===== src/rtl/control_sequencer.sv =====
// control_sequencer: hardwired T-state control unit for the single-bus DataPath.
// Fetch in T0-T2, opcode-driven execute in T3-T7, HALT until clear.
module control_sequencer #(
  parameter logic [4:0] ALU_INC = 5'b11111,
  parameter logic [4:0] ALU_ADD = 5'b00011
) (
  input  logic       clock,
  input  logic       clear,
  input  logic [4:0] opcode,
  input  logic       ConOut,
  input  logic       stop,
  output logic       HiIn,
  output logic       LoIn,
  output logic       ZIn,
  output logic       PCIn,
  output logic       MDRIn,
  output logic       MARIn,
  output logic       YIn,
  output logic       OPortIn,
  output logic       IRIn,
  output logic       HiOut,
  output logic       LoOut,
  output logic       ZHiOut,
  output logic       ZLoOut,
  output logic       PCOut,
  output logic       MDROut,
  output logic       IPortOut,
  output logic       COut,
  output logic       Gra,
  output logic       Grb,
  output logic       Grc,
  output logic       RIn,
  output logic       ROut,
  output logic       BAOut,
  output logic       Conin,
  output logic       memread,
  output logic       memwrite,
  output logic [4:0] ALUCode,
  output logic       run
);

  typedef enum logic [3:0] {
    S_RESET, S_T0, S_T1, S_T2, S_T3,
    S_T4, S_T5, S_T6, S_T7, S_HALT
  } state_t;

  state_t state_q, state_d, last_s;

  logic is_alu3, is_imm, is_mdiv, is_un;
  logic is_ld, is_ldi, is_st, is_br;
  logic is_jr, is_in, is_out, is_mfhi;
  logic is_mflo, is_halt;

  assign is_alu3 = (opcode >= 5'd3) && (opcode <= 5'd11);
  assign is_imm  = (opcode >= 5'd12) && (opcode <= 5'd14);
  assign is_mdiv = (opcode == 5'd15) || (opcode == 5'd16);
  assign is_un   = (opcode == 5'd17) || (opcode == 5'd18);
  assign is_ld   = (opcode == 5'd0);
  assign is_ldi  = (opcode == 5'd1);
  assign is_st   = (opcode == 5'd2);
  assign is_br   = (opcode == 5'd19);
  assign is_jr   = (opcode == 5'd20);
  assign is_in   = (opcode == 5'd22);
  assign is_out  = (opcode == 5'd23);
  assign is_mfhi = (opcode == 5'd24);
  assign is_mflo = (opcode == 5'd25);
  assign is_halt = (opcode == 5'd27);

  // Final T-state of the decoded instruction
  always_comb begin
    last_s = S_T2;
    unique case (1'b1)
      is_alu3, is_imm, is_ldi:  last_s = S_T5;
      is_mdiv, is_br:           last_s = S_T6;
      is_un:                    last_s = S_T4;
      is_ld, is_st:             last_s = S_T7;
      is_jr, is_in, is_out,
      is_mfhi, is_mflo:         last_s = S_T3;
      default:                  last_s = S_T2;
    endcase
  end

  // Next state: step, wrap to T0, or divert to HALT
  always_comb begin
    state_d = state_q;
    unique case (state_q)
      S_RESET: state_d = stop ? S_HALT : S_T0;
      S_HALT:  state_d = S_HALT;
      S_T0:    state_d = S_T1;
      S_T1:    state_d = S_T2;
      default: begin
        if (state_q == S_T2 && is_halt)
          state_d = S_HALT;
        else if (state_q >= last_s)
          state_d = stop ? S_HALT : S_T0;
        else
          state_d = state_t'(state_q + 4'd1);
      end
    endcase
  end

  // State register, aborts instantly on clear
  always_ff @(posedge clock or negedge clear) begin
    if (!clear) state_q <= S_RESET;
    else        state_q <= state_d;
  end

  // Control word decode from state, opcode and ConOut
  always_comb begin
    HiIn = 1'b0; LoIn = 1'b0; ZIn = 1'b0;
    PCIn = 1'b0; MDRIn = 1'b0; MARIn = 1'b0;
    YIn = 1'b0; OPortIn = 1'b0; IRIn = 1'b0;
    HiOut = 1'b0; LoOut = 1'b0; ZHiOut = 1'b0;
    ZLoOut = 1'b0; PCOut = 1'b0; MDROut = 1'b0;
    IPortOut = 1'b0; COut = 1'b0;
    Gra = 1'b0; Grb = 1'b0; Grc = 1'b0;
    RIn = 1'b0; ROut = 1'b0; BAOut = 1'b0;
    Conin = 1'b0; memread = 1'b0; memwrite = 1'b0;
    ALUCode = 5'd0;
    run = (state_q != S_HALT);
    unique case (state_q)
      S_T0: begin
        PCOut = 1'b1; MARIn = 1'b1; ZIn = 1'b1;
        ALUCode = ALU_INC;
      end
      S_T1: begin
        ZLoOut = 1'b1; PCIn = 1'b1;
        memread = 1'b1; MDRIn = 1'b1;
      end
      S_T2: begin
        MDROut = 1'b1; IRIn = 1'b1;
      end
      S_T3: begin
        unique case (1'b1)
          is_alu3, is_imm: begin
            Grb = 1'b1; ROut = 1'b1; YIn = 1'b1;
          end
          is_mdiv: begin
            Gra = 1'b1; ROut = 1'b1; YIn = 1'b1;
          end
          is_un: begin
            Grb = 1'b1; ROut = 1'b1; ZIn = 1'b1;
            ALUCode = opcode;
          end
          is_ld, is_ldi, is_st: begin
            Grb = 1'b1; BAOut = 1'b1; YIn = 1'b1;
          end
          is_br: begin
            Gra = 1'b1; ROut = 1'b1; Conin = 1'b1;
          end
          is_jr: begin
            Gra = 1'b1; ROut = 1'b1; PCIn = 1'b1;
          end
          is_in: begin
            IPortOut = 1'b1; Gra = 1'b1; RIn = 1'b1;
          end
          is_out: begin
            Gra = 1'b1; ROut = 1'b1; OPortIn = 1'b1;
          end
          is_mfhi: begin
            HiOut = 1'b1; Gra = 1'b1; RIn = 1'b1;
          end
          is_mflo: begin
            LoOut = 1'b1; Gra = 1'b1; RIn = 1'b1;
          end
          default: ;
        endcase
      end
      S_T4: begin
        unique case (1'b1)
          is_alu3: begin
            Grc = 1'b1; ROut = 1'b1; ZIn = 1'b1;
            ALUCode = opcode;
          end
          is_imm: begin
            COut = 1'b1; ZIn = 1'b1;
            ALUCode = opcode;
          end
          is_mdiv: begin
            Grb = 1'b1; ROut = 1'b1; ZIn = 1'b1;
            ALUCode = opcode;
          end
          is_un: begin
            ZLoOut = 1'b1; Gra = 1'b1; RIn = 1'b1;
          end
          is_ld, is_ldi, is_st: begin
            COut = 1'b1; ZIn = 1'b1;
            ALUCode = ALU_ADD;
          end
          is_br: begin
            PCOut = 1'b1; YIn = 1'b1;
          end
          default: ;
        endcase
      end
      S_T5: begin
        unique case (1'b1)
          is_alu3, is_imm, is_ldi: begin
            ZLoOut = 1'b1; Gra = 1'b1; RIn = 1'b1;
          end
          is_mdiv: begin
            ZLoOut = 1'b1; LoIn = 1'b1;
          end
          is_ld, is_st: begin
            ZLoOut = 1'b1; MARIn = 1'b1;
          end
          is_br: begin
            COut = 1'b1; ZIn = 1'b1;
            ALUCode = ALU_ADD;
          end
          default: ;
        endcase
      end
      S_T6: begin
        unique case (1'b1)
          is_mdiv: begin
            ZHiOut = 1'b1; HiIn = 1'b1;
          end
          is_ld: begin
            memread = 1'b1; MDRIn = 1'b1;
          end
          is_st: begin
            Gra = 1'b1; ROut = 1'b1; MDRIn = 1'b1;
          end
          is_br: begin
            ZLoOut = ConOut; PCIn = ConOut;
          end
          default: ;
        endcase
      end
      S_T7: begin
        unique case (1'b1)
          is_ld: begin
            MDROut = 1'b1; Gra = 1'b1; RIn = 1'b1;
          end
          is_st: memwrite = 1'b1;
          default: ;
        endcase
      end
      default: ;
    endcase
  end

endmodule


===== config.mk =====
export PLATFORM = sky130hd
export DESIGN_NAME = control_sequencer
export DESIGN_NICKNAME = d
export VERILOG_FILES = /design/src/rtl/control_sequencer.sv
export SDC_FILE = /design/constraint.sdc
export NUM_CORES = 1
export LEC_CHECK = 0
export ABC_AREA = 0
export ABC_CLOCK_PERIOD_IN_PS = 4300
export CORE_MARGIN = 2
export CORE_UTILIZATION = 45
export DETAILED_ROUTE_END_ITERATION = 10
export MAX_ROUTING_LAYER = met4
export PLACE_DENSITY_LB_ADDON = 0.2
export SLEW_MARGIN = 30
export SYNTH_ARGS = -nofsm -noshare
export SYNTH_HDL_FRONTEND = slang
export SYNTH_SLANG_ARGS = --single-unit

===== constraint.sdc =====
create_clock -name clock -period 4.3 [get_ports clock]
set_input_delay 0.645 -clock clock [delete_from_list [all_inputs] [get_ports clock]]
set_output_delay 0.645 -clock clock [all_outputs]
set_load 0.05 [all_outputs]

### Word-level counts from Yosys, hierarchy flattened

Index checks and enable logic that the tools add are counted.

| storage, ports and cells | value |
|---|---|
| flip-flop bits (word level) | 4 |
| bits of input ports | 9 |
| output and inout bits | 32 |

| cells by class | value |
|---|---|
| $add $sub $neg | 1 |
| $lt $le $gt $ge | 5 |
| equal/unequal tests | 23 |
| muxes and demuxes | 56 |
| reduce and logical (&&, ||, !) cells | 20 |

Operators by type and width:

| operator | count |
|---|---|
| $eq A5 B5 Y1 const B | 10 |
| $mux W1 | 33 |
| $pmux W4 S5 | 1 |
| $pmux W5 S4 | 1 |
| $eq A4 B3 Y1 const B | 4 |
| $pmux W1 S2 | 8 |
| $pmux W4 S4 | 1 |
| $reduce_or A7 Y1 | 2 |
| $mux W4 | 3 |
| $pmux W1 S4 | 3 |
| $reduce_or A3 Y1 | 4 |
| $reduce_or A6 Y1 | 2 |
| $le A5 B4 Y1 const B | 2 |
| $pmux W5 S2 | 1 |
| $eq A4 B2 Y1 const B | 2 |
| $eq A4 B4 Y1 const B | 2 |
| $pmux W1 S3 | 2 |
| $reduce_or A2 Y1 | 3 |
| $eq A5 B1 Y1 const B | 1 |
| $eq A5 B2 Y1 const B | 1 |
| $eq A5 B4 Y1 const B | 1 |
| $ge A5 B2 Y1 const B | 1 |
| $ge A5 B4 Y1 const B | 1 |
| $logic_not A5 Y1 | 1 |
| other kinds (12) | 15 |

### Longest topological paths before layout

Gate-level depths: netlist of run 1.

| logic depth | value |
|---|---|
| depth in word-level cells | 8 |
| mapped depth | 12 |
| mapped depth without buffers | 10 |

### Least setup slack after synthesis of run 1

Ideal clock, no wire load.

| path | value |
|---|---|
| path kind | flip-flop to output port |
| from | register state_q[1] |
| to | output MDROut |
| arrival time | 2.354 ns |
| data required time | 3.655 ns |
| slack | 1.301 ns |
| stages on the path, launching flop included | 4 |
| buffers on the path | 0 |
| cell sequence | dfrtp_1 -> ha_1 -> nor3b_1 -> or2_2 |

| on the way | value |
|---|---|
| longest elaborated chain between the ends | 2 |
| elaborated cells between the ends (all ways) | 3 |

Ends and longest elaborated chain:

| what | RTL line | RTL |
|---|---|---|
| start: declaration | 47 | `state_t state_q, state_d, last_s;` |
| start signal: assignment | 105 | `else state_q <= state_d;` |
| $eq A4 B4 Y1 / $eq A4 B2 Y1 (equally long branches) | 121 | `unique case (state_q)` |
| $pmux W1 S2 (*) | 121 |  |
| end: declaration | 26 | `output logic MDROut,` |

Mark *: on every way between the ends. The rest lies on a longest branch, timed or not.

### Worst setup path after layout of run 1

| path | value |
|---|---|
| from | input opcode[3] |
| to | output Gra |

| on the way | value |
|---|---|
| longest elaborated chain between the ends | 5 |
| elaborated cells between the ends (all ways) | 29 |

Ends and longest elaborated chain:

| what | RTL line | RTL |
|---|---|---|
| start: declaration | 9 | `input logic [4:0] opcode,` |
| $ge A5 B2 Y1, or another cell as far along | 54 | `assign is_alu3 = (opcode >= 5'd3) && (opcode <= 5'd11);` |
| $logic_and A1 B1 Y1, or another cell as far along | 54 |  |
| $reduce_or A3 Y1 / $reduce_or A7 Y1 (equally long branches) | -- |  |
| $mux W1, on equally long branches | 197, 134 |  |
| $pmux W1 S5 (*) | 121 |  |
| end: declaration | 29 | `output logic Gra,` |

Marked as above.

==> reports/metrics.csv, run 1 <==
metric,value,unit
fin crit share,90.97,%
die height,55.26,um
post-synthesis net count,194,
initial DRC count,83,
Final Skew,7.457,ps
max reg flops,4,
first-pass GRT wire length,5851,um
Root Driver,clkbuf_4,
"Req. time, crit path",3650,ps
Mean Syn Cell Area,6.680,um2
Max VDD drop,0.4854,mV
GRT Total Usage,23.55,%
Reg with most FFs,state_q,
vias in the first global route,1228,
Tot Pwr,0.8388,mW
Yosys reg bits,4,
worst path cell trace,clkdlybuf4s50_1 > buf_4 > nor4_4 > nand3_1 > nor2_1 > a311oi_1 > o211ai_1 > clkdlybuf4s50_1,
Max clock buf depth,2,
slowest CP cell,clkdlybuf4s50_1,
drt drc,0,
post-synthesis instance total,177,
RSZ-0062 raised after global routing,false,
fmax,0.2556,GHz
area post-placement,0.001544,mm2
clk_lat worst skew,240,ps
final WL,3598,um
Clk pwr share,5.6,%
share of layout cells above drive strength 1,8.134,%
row cnt,18,
chip width,55.26,um
wire per inst,15.05,um
Crit Path Class,in2out,
register area share after synthesis,8.466,%
crit end category,primary output,
Pre-Repair DR Iteration Count,4,
pwr dens,535.5,mW/mm2
Synth Flop Type,dfrtp_1,
CTS tree,done,
Nets,228,
most frequent CP cell,clkdlybuf4s50_1,
cell area after synthesis,0.001182,mm2
CP Buf/Inv Count,3,
library cells used by synthesis,51,
final instance area,0.001567,mm2
clock transition at the registers of the reported paths,40,ps
CP top delay family,buffers and inverters,
hold_buf cts,0,
largest net degree at the start of global routing,15,
via count,1398,
Max Cap Viol,0,
post-CTS sizing,0,
synth warn,0,
WP data arrival,3270,ps
# diodes,0,
port bufs,40,
Slew headroom,64.19,%
number of flops mapped to enable cells by yosys,0,
switching fraction of total power,59.85,%
CTS buffer count,3,
Final Hold Vio Count,0,
H-tree levels,1,
crit path launch type,input port,
post-DP HPWL,2727,um
Hold Crit Class,in2async,
Slew @ Worst Pin,535.5,ps
Reg2Reg Setup Slack,2240,ps
top flop regs,state_q x4,
CTS sink count,4,
Max stage delay on crit path,830,ps
Final Core Density,63.23,%
CP Max Fanout,12,
initial core utilization,47.73,%
Synth async-reset ratio,100.0,%
RePlAce Congestion,0.9182,
synth-to-layout area growth,32.49,%
sequential fraction of design power,12.6,%
# Post-CTS Setup Buffers,0,
gr ovfl total,0,
Leak,0.6378,nW
status,completed,
Ports,41,
Post-Place Setup Slack,378.2,ps
Setup WS post-layout,388.4,ps
Core Box Area,0.002477,mm2
Internal Power,0.3368,mW
Switching Power,0.5020,mW
Final Critical Period,3912,ps
die area,0.003054,mm2
max-slew violation count,0,
Routed Antenna Nets,0,
DR vias/cell,5.849,
initial antenna violation count,0,
Comb power frac,81.8,%
Fin Setup TNS,0,ps
Final Setup Violations,0,
==> layer usage <==
layer / vias up / wire (um) / global-route usage [%]
met5: - / 0 / -
li1: 694 / - / -
met1: 635 / 1737 / 34.53
met2: 67 / 1616 / 34.18
met4: 0 / 9 / 3.484
met3: 2 / 234 / 4.450
==> cells in the final DEF (no fill, tap or decap), types with 2 or more instances in the layout <==
cell type / instances
nand2_1: 31
nor2_1: 18
nand3b_1: 2
dfrtp_1: 4
o21bai_1: 2
clkdlybuf4s50_1: 40
and2_1: 2
mux2i_1: 2
nor2b_1: 6
a22oi_1: 2
nor3_1: 4
clkbuf_4: 3
nand2b_1: 2
xor2_1: 2
nor3b_1: 2
o2111ai_1: 2
or3_1: 3
o22ai_1: 3
nand3_1: 8
buf_4: 6
o21a_1: 2
a21oi_1: 6
nand4_1: 4
o21ai_0: 11
inv_1: 6
ha_1: 8
and3_1: 5
==> cell type report <==
class                      count  area, um2
clock buffer                   3      22.52
fill                         241      910.9
tap                           30      37.54
sequential                     4      100.1
timing repair buffer          46      445.4
multi-input combinational    150      938.4
inverter                       6      22.52
==> Yosys cell counts, drive strengths merged, types with 3 or more instances <==
| cell type | count | area share, % |
|---|---|---|
| nand4 | 4 | 2.1 |
| o21ai | 12 | 5.1 |
| buf | 15 | 9.6 |
| dfrtp | 4 | 8.5 |
| nand3 | 9 | 4.9 |
| a21oi | 6 | 2.5 |
| ha | 8 | 8.5 |
| nor2b | 7 | 4.3 |
| and3 | 5 | 2.6 |
| or3 | 3 | 1.6 |
| and2 | 4 | 2.4 |
| nand2 | 31 | 9.8 |
| nor3 | 4 | 1.7 |
| nor2 | 18 | 5.7 |
| o22ai | 4 | 2.6 |
| inv | 6 | 1.9 |
==> power by group through the flow <==
stage          Combinational, mW  Sequential (mW)  Clock, mW
2_1_floorplan              0.526           0.0735          0
3_3_place_gp               0.676            0.102          0
3_5_place_dp               0.682            0.104          0
4_1_cts                    0.686            0.104     0.0481
5_1_grt                    0.738            0.110     0.0543
6_report                   0.686            0.105     0.0473
==> path summary, 6_finish.rpt <==
path / from / to / depth (start not counted)
worst max-delay path: opcode[3] / Gra / 8
worst min-delay path: clear / state_q[0] / 1
worst max register to register: state_q[0] / state_q[3] / 7
worst min register to register: state_q[0] / state_q[0] / 2
max in group asynchronous: clear / state_q[1] / 1
min in group clock: state_q[0] / state_q[0] / 2
==> logic make-up (layout without fill, tap and decap cells) <==
kind of cell | count (synthesis) | in the layout | share of synthesized area [%]
buf+inv | 23 | 55 | 12.17
simple gates | 95 | 95 | 42.43
mux | 2 | 2 | 1.693
fa+ha+maj | 8 | 8 | 8.466
compound gates | 42 | 42 | 24.55
flops | 4 | 4 | 8.466
xor+xnor | 3 | 3 | 2.223
==> per-stage QoR <==
step                      hold slack [ps]  std cells
after CTS                           615.6        239
after global routing                611.9        239
after global placement              682.3        236
after floorplan                     349.4        177
after detailed placement            699.7        236
final                               611.0        239
(Power assumes the default switching activity.)
==> run 2: changes to the inputs <==
- GPL_ROUTABILITY_DRIVEN: not set -> 0
==> run 2 against run 1 <==
Design area did not move. Flip-flop and latch count unchanged. Largest cell class unchanged. Power fell by 0.50%. Count of clock-buffer cells in the layout unchanged. Register-to-register slack about the same. Hold slack worse by 5.1 ps. Sequential power about the same. Critical path type unchanged. Sequential share of layout area is the same. First-iteration DRC count decreased by 35%.
==> reports/metrics.csv, run 2 (same netlist as run 1, synthesis figures left out) <==
metric,value,unit,change
CTS buffer count,3,,unchanged
Slew @ Worst Pin,563.9,ps,+28.38 ps
"commonest non-fill, non-tap cell in the layout",clkdlybuf4s50_1,,
max reg flops,4,,unchanged
via count,1443,,+3.2%
crit path launch type,input port,,
Leak,0.6378,nW,unchanged
Crit Path Class,in2out,,
Final Skew,6.865,ps,-0.5918 ps
port bufs,40,,unchanged
Seq. cell area,100.1,um2,unchanged
vias in the first global route,1296,,+5.5%
top flop regs,state_q x4,,
fin crit share,92.04,%,+1.1 points
Reg with most FFs,state_q,,
crit end category,primary output,,
post-DP HPWL,2732,um,+0.19%
CTS sink count,4,,unchanged
gr ovfl total,0,,unchanged
layout filler cell count,244,,+1.2%
worst path cell trace,clkdlybuf4s50_1 > nor4_4 > nand3_1 > nor2_1 > a311oi_1 > o211ai_1 > clkdlybuf4s50_1,,
Final Critical Period,3958,ps,+45.95 ps
Max VDD drop,0.4609,mV,-5.1%
Hold Crit Class,in2async,,
die area,0.003054,mm2,unchanged
terminus of the critical flop-to-flop path,state_q[3],,
Routed Antenna Nets,0,,unchanged
first-pass GRT wire length,6003,um,+2.6%
max-slew violation count,0,,unchanged
initial antenna violation count,0,,unchanged
clock transition at the registers of the reported paths,40,ps,about the same
clk_lat worst skew,240,ps,about the same
share of layout cells above drive strength 1,8.134,%,unchanged
largest net degree at the start of global routing,19,,+4
Reg2Reg Setup Slack,2230,ps,about the same
WP data arrival,3310,ps,+40 ps
GRT Total Usage,23.90,%,+0.35 points
Core Box Area,0.002477,mm2,unchanged
Max clock buf depth,2,,unchanged
DR vias/cell,6.038,,+3.2%
R2R Path Start,state_q[0],,
synth-to-layout area growth,32.49,%,unchanged
Max stage delay on crit path,850,ps,+20 ps
slowest CP cell,clkdlybuf4s50_1,,
initial core utilization,47.73,%,unchanged
die height,55.26,um,unchanged
Nets,228,,unchanged
final WL,3548,um,-1.4%
CTS tree,done,,
Fin Setup TNS,0,ps,unchanged
CP Max Fanout,14,,+2
Tot Pwr,0.8346,mW,-0.50%
# Post-CTS Setup Buffers,0,,unchanged
Root Driver,clkbuf_4,,
Final Hold Vio Count,0,,unchanged
chip width,55.26,um,unchanged
wire per inst,14.85,um,-1.4%
most frequent cells in the layout,"clkdlybuf4s50_1, nand2_1, nor2_1, o21ai_0",,
post-CTS sizing,0,,unchanged
status,completed,,
Max Cap Viol,0,,unchanged
"Req. time, crit path",3650,ps,about the same
Pre-Repair DR Iteration Count,5,,+1
most frequent CP cell,clkdlybuf4s50_1,,
hold_buf cts,0,,unchanged
Slew headroom,62.29,%,-1.9 points
pwr dens,532.8,mW/mm2,-0.50%
Ports,41,,unchanged
drt drc,0,,unchanged
fmax,0.2527,GHz,-1.2%
initial DRC count,54,,-35%
# diodes,0,,unchanged
R2R depth,7,,unchanged
RSZ-0062 raised after global routing,false,,
row cnt,18,,unchanged
H-tree levels,1,,unchanged
Final Setup Violations,0,,unchanged
Multi-input gate area,938.4,um2,unchanged
-- run 2: cell counts in the layout (fill, tap and decap cells not counted) --
Identical to the previous run, type by type.
-- run 2: layout make-up --
cell class / instances / area share [%]
Clock buffer: 3 / 1.438
Inverter: 6 / 1.438
Multi-Input combinational cell: 150 / 59.90
Sequential cell: 4 / 6.390
Tap cell: 30 / 2.396
Timing Repair Buffer: 46 / 28.43
-- run 2: worst max path at each step --
stage	start	end	slack, ps	cells past startpoint
floorplan	state_q[1]	MDROut	1300	3
global placement	opcode[4]	Gra	460	7
detailed placement	opcode[4]	Gra	370	7
CTS	opcode[4]	Gra	380	7
global route	opcode[4]	Gra	190	7
finish	opcode[4]	Gra	340	7
-- run 2: worst max-delay path, delay by kind of cell --
| kind | cells | cell delay (ps) |
|---|---|---|
| buf+inv | 2 | 1550 |
| simple gates | 3 | 880 |
| compound gates | 2 | 230 |
-- run 2: metal layers --
metal / global-route usage [%] / up-vias / part of all wire, % / wire [um]
met1: 32.66 / 670 / 46 / 1637
met5: - / - / 0 / 0
met3: 3.981 / 4 / 6.6 / 234
li1: - / 690 / - / -
met4: 4.530 / 0 / 0.93 / 33
met2: 37.41 / 79 / 46 / 1643
-- run 2: where the power goes --
part	switching (mW)	internal (mW)
Combinational	0.433	0.248
Sequential	0.0489	0.0571
Clock	0.0160	0.0313
-- run 2: per-stage QoR --
stage | cells | util (%) | area [um2] | hold slack (ps) | worst slack (ps)
detailed placement | 236 | 62.32 | 1544 | 717.9 | 374.4
finish | 239 | 63.23 | 1567 | 605.9 | 342.4
global route | 239 | 63.23 | 1567 | 605.2 | 186.6
CTS | 239 | 63.23 | 1567 | 598.2 | 381.1
floorplan | 177 | - | 1182 | 349.4 | 1301
global placement | 236 | 62.32 | 1544 | 685.1 | 456.6
